===== src/rtl/shared_gain_sequencer.sv =====
// Four-channel gain stage that time-shares one signed multiplier, one channel per cycle.
// Define SHARED_GAIN_SATURATE_EN to clamp results instead of wrapping them.
module shared_gain_sequencer #(
  parameter int W      = 16,
  parameter int GAIN_W = 8
) (
  input  logic                clk,
  input  logic                rst,
  input  logic                sample_clk,
  input  logic signed [W-1:0] sample_in0,
  input  logic signed [W-1:0] sample_in1,
  input  logic signed [W-1:0] sample_in2,
  input  logic signed [W-1:0] sample_in3,
  input  logic [GAIN_W-1:0]   gain0,
  input  logic [GAIN_W-1:0]   gain1,
  input  logic [GAIN_W-1:0]   gain2,
  input  logic [GAIN_W-1:0]   gain3,
  input  logic [7:0]          jack,
  output logic signed [W-1:0] sample_out0,
  output logic signed [W-1:0] sample_out1,
  output logic signed [W-1:0] sample_out2,
  output logic signed [W-1:0] sample_out3,
  output logic                busy
);

  localparam int PW = W + GAIN_W + 1;

  typedef enum logic [1:0] {IDLE, MUL, COMMIT} state_t;

  state_t state, state_next;
  logic [1:0] ch, ch_next;
  logic sample_clk_q;
  logic start;

  logic signed [W-1:0]  snap_in   [4];
  logic [GAIN_W-1:0]    snap_gain [4];
  logic [3:0]           snap_jack;
  logic signed [W-1:0]  hold      [4];

  logic signed [W-1:0]  mult_a;
  logic signed [GAIN_W:0] mult_b;
  logic signed [PW-1:0] product;
  logic signed [W+1:0]  prod_sh;
  logic signed [W-1:0]  reduced;
  logic signed [W-1:0]  ch_result;
  logic                 unused_bits;

  assign start = sample_clk & ~sample_clk_q & (state == IDLE);
  assign busy  = (state != IDLE);

  always_ff @(posedge clk) begin
    if (rst) begin
      state <= IDLE;
      ch    <= 2'd0;
    end else begin
      state <= state_next;
      ch    <= ch_next;
    end
  end

  always_comb begin
    state_next = state;
    ch_next    = ch;
    case (state)
      IDLE: begin
        if (start) begin
          state_next = MUL;
          ch_next    = 2'd0;
        end
      end
      MUL: begin
        ch_next = ch + 2'd1;
        if (ch == 2'd3) state_next = COMMIT;
      end
      COMMIT:  state_next = IDLE;
      default: state_next = IDLE;
    endcase
  end

  // The single shared multiplier; the gain is zero-extended so it is never negative.
  always_comb begin
    mult_a = snap_in[ch];
    mult_b = {1'b0, snap_gain[ch]};
  end

  assign product = PW'(mult_a) * PW'(mult_b);
  // Slicing off the low GAIN_W-1 bits is an arithmetic shift with floor rounding.
  assign prod_sh = product[PW-1:GAIN_W-1];

`ifdef SHARED_GAIN_SATURATE_EN
  localparam logic signed [W+1:0] SAT_MAX = {2'b00, {(W-1){1'b1}}};
  localparam logic signed [W+1:0] SAT_MIN = {2'b11, 1'b1, {(W-1){1'b0}}};

  always_comb begin
    reduced = prod_sh[W-1:0];
    if (prod_sh > SAT_MAX)
      reduced = {1'b0, {(W-1){1'b1}}};
    else if (prod_sh < SAT_MIN)
      reduced = {1'b1, {(W-1){1'b0}}};
  end
`else
  assign reduced = prod_sh[W-1:0];
`endif

  assign ch_result   = snap_jack[ch] ? reduced : '0;
  assign unused_bits = ^{product[GAIN_W-2:0], prod_sh[W+1:W], jack[7:4]};

  always_ff @(posedge clk) begin
    sample_clk_q <= sample_clk;
    if (rst) begin
      snap_jack   <= 4'd0;
      sample_out0 <= '0;
      sample_out1 <= '0;
      sample_out2 <= '0;
      sample_out3 <= '0;
      for (int i = 0; i < 4; i++) begin
        snap_in[i]   <= '0;
        snap_gain[i] <= '0;
        hold[i]      <= '0;
      end
    end else begin
      if (start) begin
        snap_in[0]   <= sample_in0;
        snap_in[1]   <= sample_in1;
        snap_in[2]   <= sample_in2;
        snap_in[3]   <= sample_in3;
        snap_gain[0] <= gain0;
        snap_gain[1] <= gain1;
        snap_gain[2] <= gain2;
        snap_gain[3] <= gain3;
        snap_jack    <= jack[3:0];
      end
      if (state == MUL) hold[ch] <= ch_result;
      // All four outputs move together so no partial result is ever visible.
      if (state == COMMIT) begin
        sample_out0 <= hold[0];
        sample_out1 <= hold[1];
        sample_out2 <= hold[2];
        sample_out3 <= hold[3];
      end
    end
  end

endmodule


===== config.mk =====
export PLATFORM = sky130hd
export DESIGN_NAME = shared_gain_sequencer
export DESIGN_NICKNAME = d
export VERILOG_FILES = /design/src/rtl/shared_gain_sequencer.sv
export SDC_FILE = /design/constraint.sdc
export NUM_CORES = 1
export LEC_CHECK = 0
export ABC_AREA = 1
export ABC_CLOCK_PERIOD_IN_PS = 5000
export BUFFER_PORTS_ARGS = -buffer_cell sky130_fd_sc_hd__buf_2
export CORE_UTILIZATION = 53
export CTS_BUF_LIST = sky130_fd_sc_hd__clkbuf_16
export DETAILED_ROUTE_END_ITERATION = 10
export PLACE_DENSITY = 0.74
export RECOVER_POWER = 25
export SLEW_MARGIN = 0
export SYNTH_ARGS = -nofsm -noshare
export SYNTH_HDL_FRONTEND = slang
export SYNTH_SLANG_ARGS = --single-unit

===== constraint.sdc =====
create_clock -name clk -period 5 [get_ports clk]
set_input_delay 0.25 -clock clk [delete_from_list [all_inputs] [get_ports clk]]
set_output_delay 0.25 -clock clk [all_outputs]
set_load 0.02 [all_outputs]

After elaboration in Yosys (flattened, before gate mapping) --
Memory sizes are Yosys's and may differ from the RTL's. A register that Yosys moved wholly into a read port is not among the register bits. Cells that the tools add are included.
Storage, ports and cells: ROM bits 0, input port bits 107, bits in writable memories 160, word-level logic and storage cells 63, latch bits 0, memories kept 3, register bits 9, output and inout port bits 65
Memory list:
- hold | words 4, bits a word 16, rd ports 4, clocked after Yosys merged registers in 4, write ports 4, RTL line 38 | logic signed [W-1:0] hold [4];
- snap_in | words 4, bits a word 16, rd ports 1, clocked after Yosys merged registers in 1, write ports 4, RTL line 35 | logic signed [W-1:0] snap_in [4];
- snap_gain | words 4, bits a word 8, rd ports 1, clocked after Yosys merged registers in 1, write ports 4, RTL line 36 | logic [GAIN_W-1:0] snap_gain [4];
Cells by class: $add $sub $neg 1, multiply operators 1, shifts and indexed selects 0, reductions and logical operators 6, div/mod/pow operators 0, mux-type cells 31, eq/ne operators 5, order comparisons 1, bitwise logic cells 11
Operators with widths (number):
- $mux W16 | 6
- $mux W8 | 4
- $mul A16 B9 Y23 | 1
- $mux W2 | 8
- $reduce_or A16 Y1 | 1
- $mux W1 | 10
- $or A1 B1 Y1 | 8
- $pmux W2 S2 | 2
- $eq A2 B2 Y1 const B | 2
- $ne A2 B2 Y1 const B | 2
- $reduce_and A2 Y1 | 2
- $reduce_bool A2 Y1 | 2
- $lt A2 B3 Y1 const B | 1
- $add A2 B1 Y2 const B | 1
- $and A1 B1 Y1 | 2
- $bmux W1 S2 | 1
- $eq A2 B1 Y1 const B | 1
- $logic_not A2 Y1 | 1
- $not A1 Y1 | 1

Logic depth before layout (Yosys ltp) --
depth in word-level cells 7, mapped depth 31, depth with buffers taken out 29

Worst setup path after synthesis --
No wires, ideal clock.
path type reg2reg, start register with a tool-made name, end memory hold[2][10] (data pin), path slack -379 ps, clock period less this slack 5379 ps, arrival 5113 ps, stages on the path, launching flop included 26, library setup time 266 ps, required time 4734 ps, path through dfxtp_1 inv_2 buf_6 buf_6 clkbuf_1 nand2_1 a32oi_1 buf_2 nand2_1 fa_1 inv_1 fa_1 fa_1 inv_1 fa_1 inv_1 ha_1 a21oi_1 o21ai_0 a21oi_1 o21ai_2 nand2_1 nand2_1 or2_2 nand3_1 nor2_1
RTL lines (RTL line):
- end: declaration | 38

==> flow_metrics.py <==
metrics = {
    "critical_path": {
        "cp.arrival_ns": 5.42,
        "worstPathRequired_ns": 5.24,
        "start_kind": "register",
        "cp-end-kind": "register",
        "crit_type": "register to register",
        "crit_fanout": 7,
    },
    "synth": {
        "ys_seq_area_share_pct": 46.3,
        "synth-edff-count": 160,
        "synthCells": 1523,
        "yosys.area_share.simple_pct": 19.2,
        "synth_seq_cells": 235,
        "synthesis.area_um2": 13600,
        "synth_most_common_cell": "nor2_1",
        "synthMuxAreaShare_pct": 0,
        "yosysTopAreaCellShare_pct": 35.2,
        "synth_commonest_cells": "367 x nor2_1, 284 x inv_1, 220 x nand2_1",
        "ys_types": 46,
        "synth_compound_area_share_pct": 6.31,
        "synth_xor_xnor_area_share_pct": 0.505,
        "ys_top_cells_by_area": "edfxtp_1 35%, fa_1 14%, dfxtp_1 11%",
        "synthFlopType": "edfxtp_1",
        "yosys_warnings": 0,
        "ys_async_sr_fraction_pct": 0,
        "yosys.area_share.adder_pct": 18.0,
        "synth_top_family_by_area": "simple AND/OR/NAND/NOR gates",
        "yosys.area.top_type": "edfxtp_1",
        "syn_nets": 1768,
        "synth.avg_cell_area_um2": 8.95,
    },
    "clock_tree": {
        "clockBufferDepth": 3,
        "cts.clk_slew.worst_paths_ns": 0.06,
        "cts_root_buf": "clkbuf_16",
        "clk_latency_ns": 0.53,
        "cts_tree": "built",
        "htreeDepth": 1,
        "cts.sinks": 235,
        "cts_made_buffers": 25,
    },
    "outcome": {
        "violations": "max-capacitance violations, max-slew violations, negative setup slack",
        "outcome": "finished, violations left",
    },
    "grt": {
        "grt_pass1_wl_um": 50000,
        "gr-total-overflow": 0,
        "antenna_found_initial": 0,
        "grt_use_total_pct": 23.5,
        "grt_pass1_vias": 10900,
        "grt_max_degree": 97,
    },
    "hold_path": {
        "hp-class": "input pin to register",
    },
    "final_layout": {
        "nets": 2053,
        "drive_gt1_share_pct": 21.6,
        "fillers": 1916,
        "area_growth_syn_to_layout_pct": 26.0,
        "antenna_cells": 0,
    },
    "routing": {
        "drc_errors": 0,
        "wirelength_um": 31000,
        "wire_per_inst_um": 14.4,
        "drt-initial-drc-count": 759,
        "via_count": 10800,
        "antenna_left": 0,
        "vias_per_cell": 5.01,
        "dr.pass1.iters": 7,
    },
    "floorplanning": {
        "num_rows": 58,
        "die_w_um": 162,
        "core_area_um2": 25200,
        "start_util_pct": 54.1,
        "pin_count": 172,
        "dieArea_um2": 26400,
        "die_height_um": 162,
    },
    "sta": {
        "max_slew.worst_pin.slew_ns": 2.39,
        "relSlewSlack_pct": -59.3,
        "setup_tns_ns": -2.58,
        "final_max_slew_viol_count": 70,
        "max_clock_freq_mhz": 193,
        "rsz0062_at_grt": "yes",
        "skew_ns": 0.0187,
        "fin_ws_ns": -0.179,
        "final_hold_viol_count": 0,
        "fin_crit_ns": 5.18,
        "min_period_over_period_pct": 104,
        "setup_viol": 35,
    },
    "placed_design": {
        "place_congestion": 0.904,
        "hpwl_um": 21900,
        "port_buffers": 167,
    },
    "pwr": {
        "powerDensity_nw_per_um2": 401,
        "power_w": 0.00689,
        "p_leak_nw": 7.83,
        "ir_worst_vdd_mv": 0.331,
    },
    "flow_run": {
        "cap_violations": 1,
    },
}
## cell families (layout without fill, tap and decap cells)
| logic type | count (synthesis) | in the layout |
|---|---|---|
| XOR/XNOR | 7 | 7 |
| buffers and inverters | 346 | 650 |
| flip-flops | 235 | 235 |
| AO/OA/AOI/OAI | 145 | 145 |
| AND/OR/NAND/NOR | 652 | 652 |
| adder cells (fa/ha/maj) | 138 | 138 |
## final cells by class
class / instances / area [µm²] / area share, %
inverter: 292 / 1120 / 6.51
multi-input combinational: 942 / 6520 / 38.0
clock buffer: 26 / 651 / 3.79
clock inverter: 20 / 188 / 1.09
sequential: 235 / 6310 / 36.8
tap: 330 / 413 / 2.40
timing repair buffer: 312 / 1970 / 11.5
## path summary, 6_finish.rpt
| check | depth (start not counted) | start | end | slack (ns) |
|---|---|---|---|---|
| max | 24 | register | hold[1][15] | -0.18 |
| max reg2reg | 24 | register | hold[1][15] | -0.18 |
| min | 3 | sample_in0[4] | snap_in[0][4] | 0.02 |
| min reg2reg | 2 | snap_jack[0] | snap_jack[0] | 0.47 |
## per-layer routing
layer / track usage, % / share of wire (%) / vias to the layer above
li1: - / - / 5283
met5: 0 / 0 / -
met2: 42.1 / 50 / 370
met1: 28.0 / 41 / 5065
met4: 10.2 / 3.7 / 0
met3: 3.39 / 5.4 / 86
## registers in the layout, indices dropped and copies added, names as in the netlist, named ones only
name / flops
sample_out2: 16
snap_jack: 4
snap_gain: 32
hold: 64
sample_out3: 16
sample_out0: 16
sample_clk_q: 1
snap_in: 64
sample_out1: 16
ch: 2
state: 2
## power breakdown
part	switching (W)	internal, W
registers	0.0000282	0.00216
logic	0.00153	0.00130
clock network	0.000764	0.00110
## critical path, cell delays in order (launching register included)
cell and delay, ns:
dfxtp_4 0.38, clkinv_8 0.09, buf_4 0.16, a32oi_4 0.30, inv_2 0.16, nor2_4 0.16
inv_2 0.06, fa_2 0.60, inv_2 0.05, fa_1 0.53, inv_1 0.06, fa_1 0.50
fa_1 0.54, inv_2 0.06, ha_4 0.27, inv_2 0.05, nor3_4 0.24, nand2_1 0.10
nand3b_1 0.16, o211ai_1 0.12, nand2_1 0.08, nand2_1 0.08, nor2_2 0.06, inv_2 0.06
nor2_1 0.04
## layout by cell type, fill, tap and decap left out, drive strengths merged, types with 4 or more instances in the layout
cell,instances
a32oi,18
nor3,5
xnor2,4
nor2,374
dfxtp,75
ha,42
or2,4
o21a,4
nand2,228
nand3b,4
o21ai,75
a21oi,40
edfxtp,160
dlygate4sd3,9
clkbuf,97
inv,298
clkinv,8
buf,232
fa,96
nand3,30
## stage by stage
step	setup WS (ns)	utilization (%)	instance area, µm²	hold slack, ns	instances
after floorplan	0.00193	-	13800	0.278	1523
after global placement	-0.172	62.5	15700	0.368	2085
after detailed placement	-0.302	62.5	15700	0.371	2085
after CTS	-0.128	67.4	17000	0.00296	2149
after global routing	-0.436	68.2	17200	0.00272	2157
final	-0.179	68.2	17200	0.0167	2157
## what timing repair did
action,CTS,global route
gates cloned,1,1
setup endpoints to repair,55,59
hold endpoints to repair,8,0
pin swaps,15,35
hold buffers,9,0
buffers inserted,8,7
resized for setup,48,51
Power figures use the tool's default switching activity.
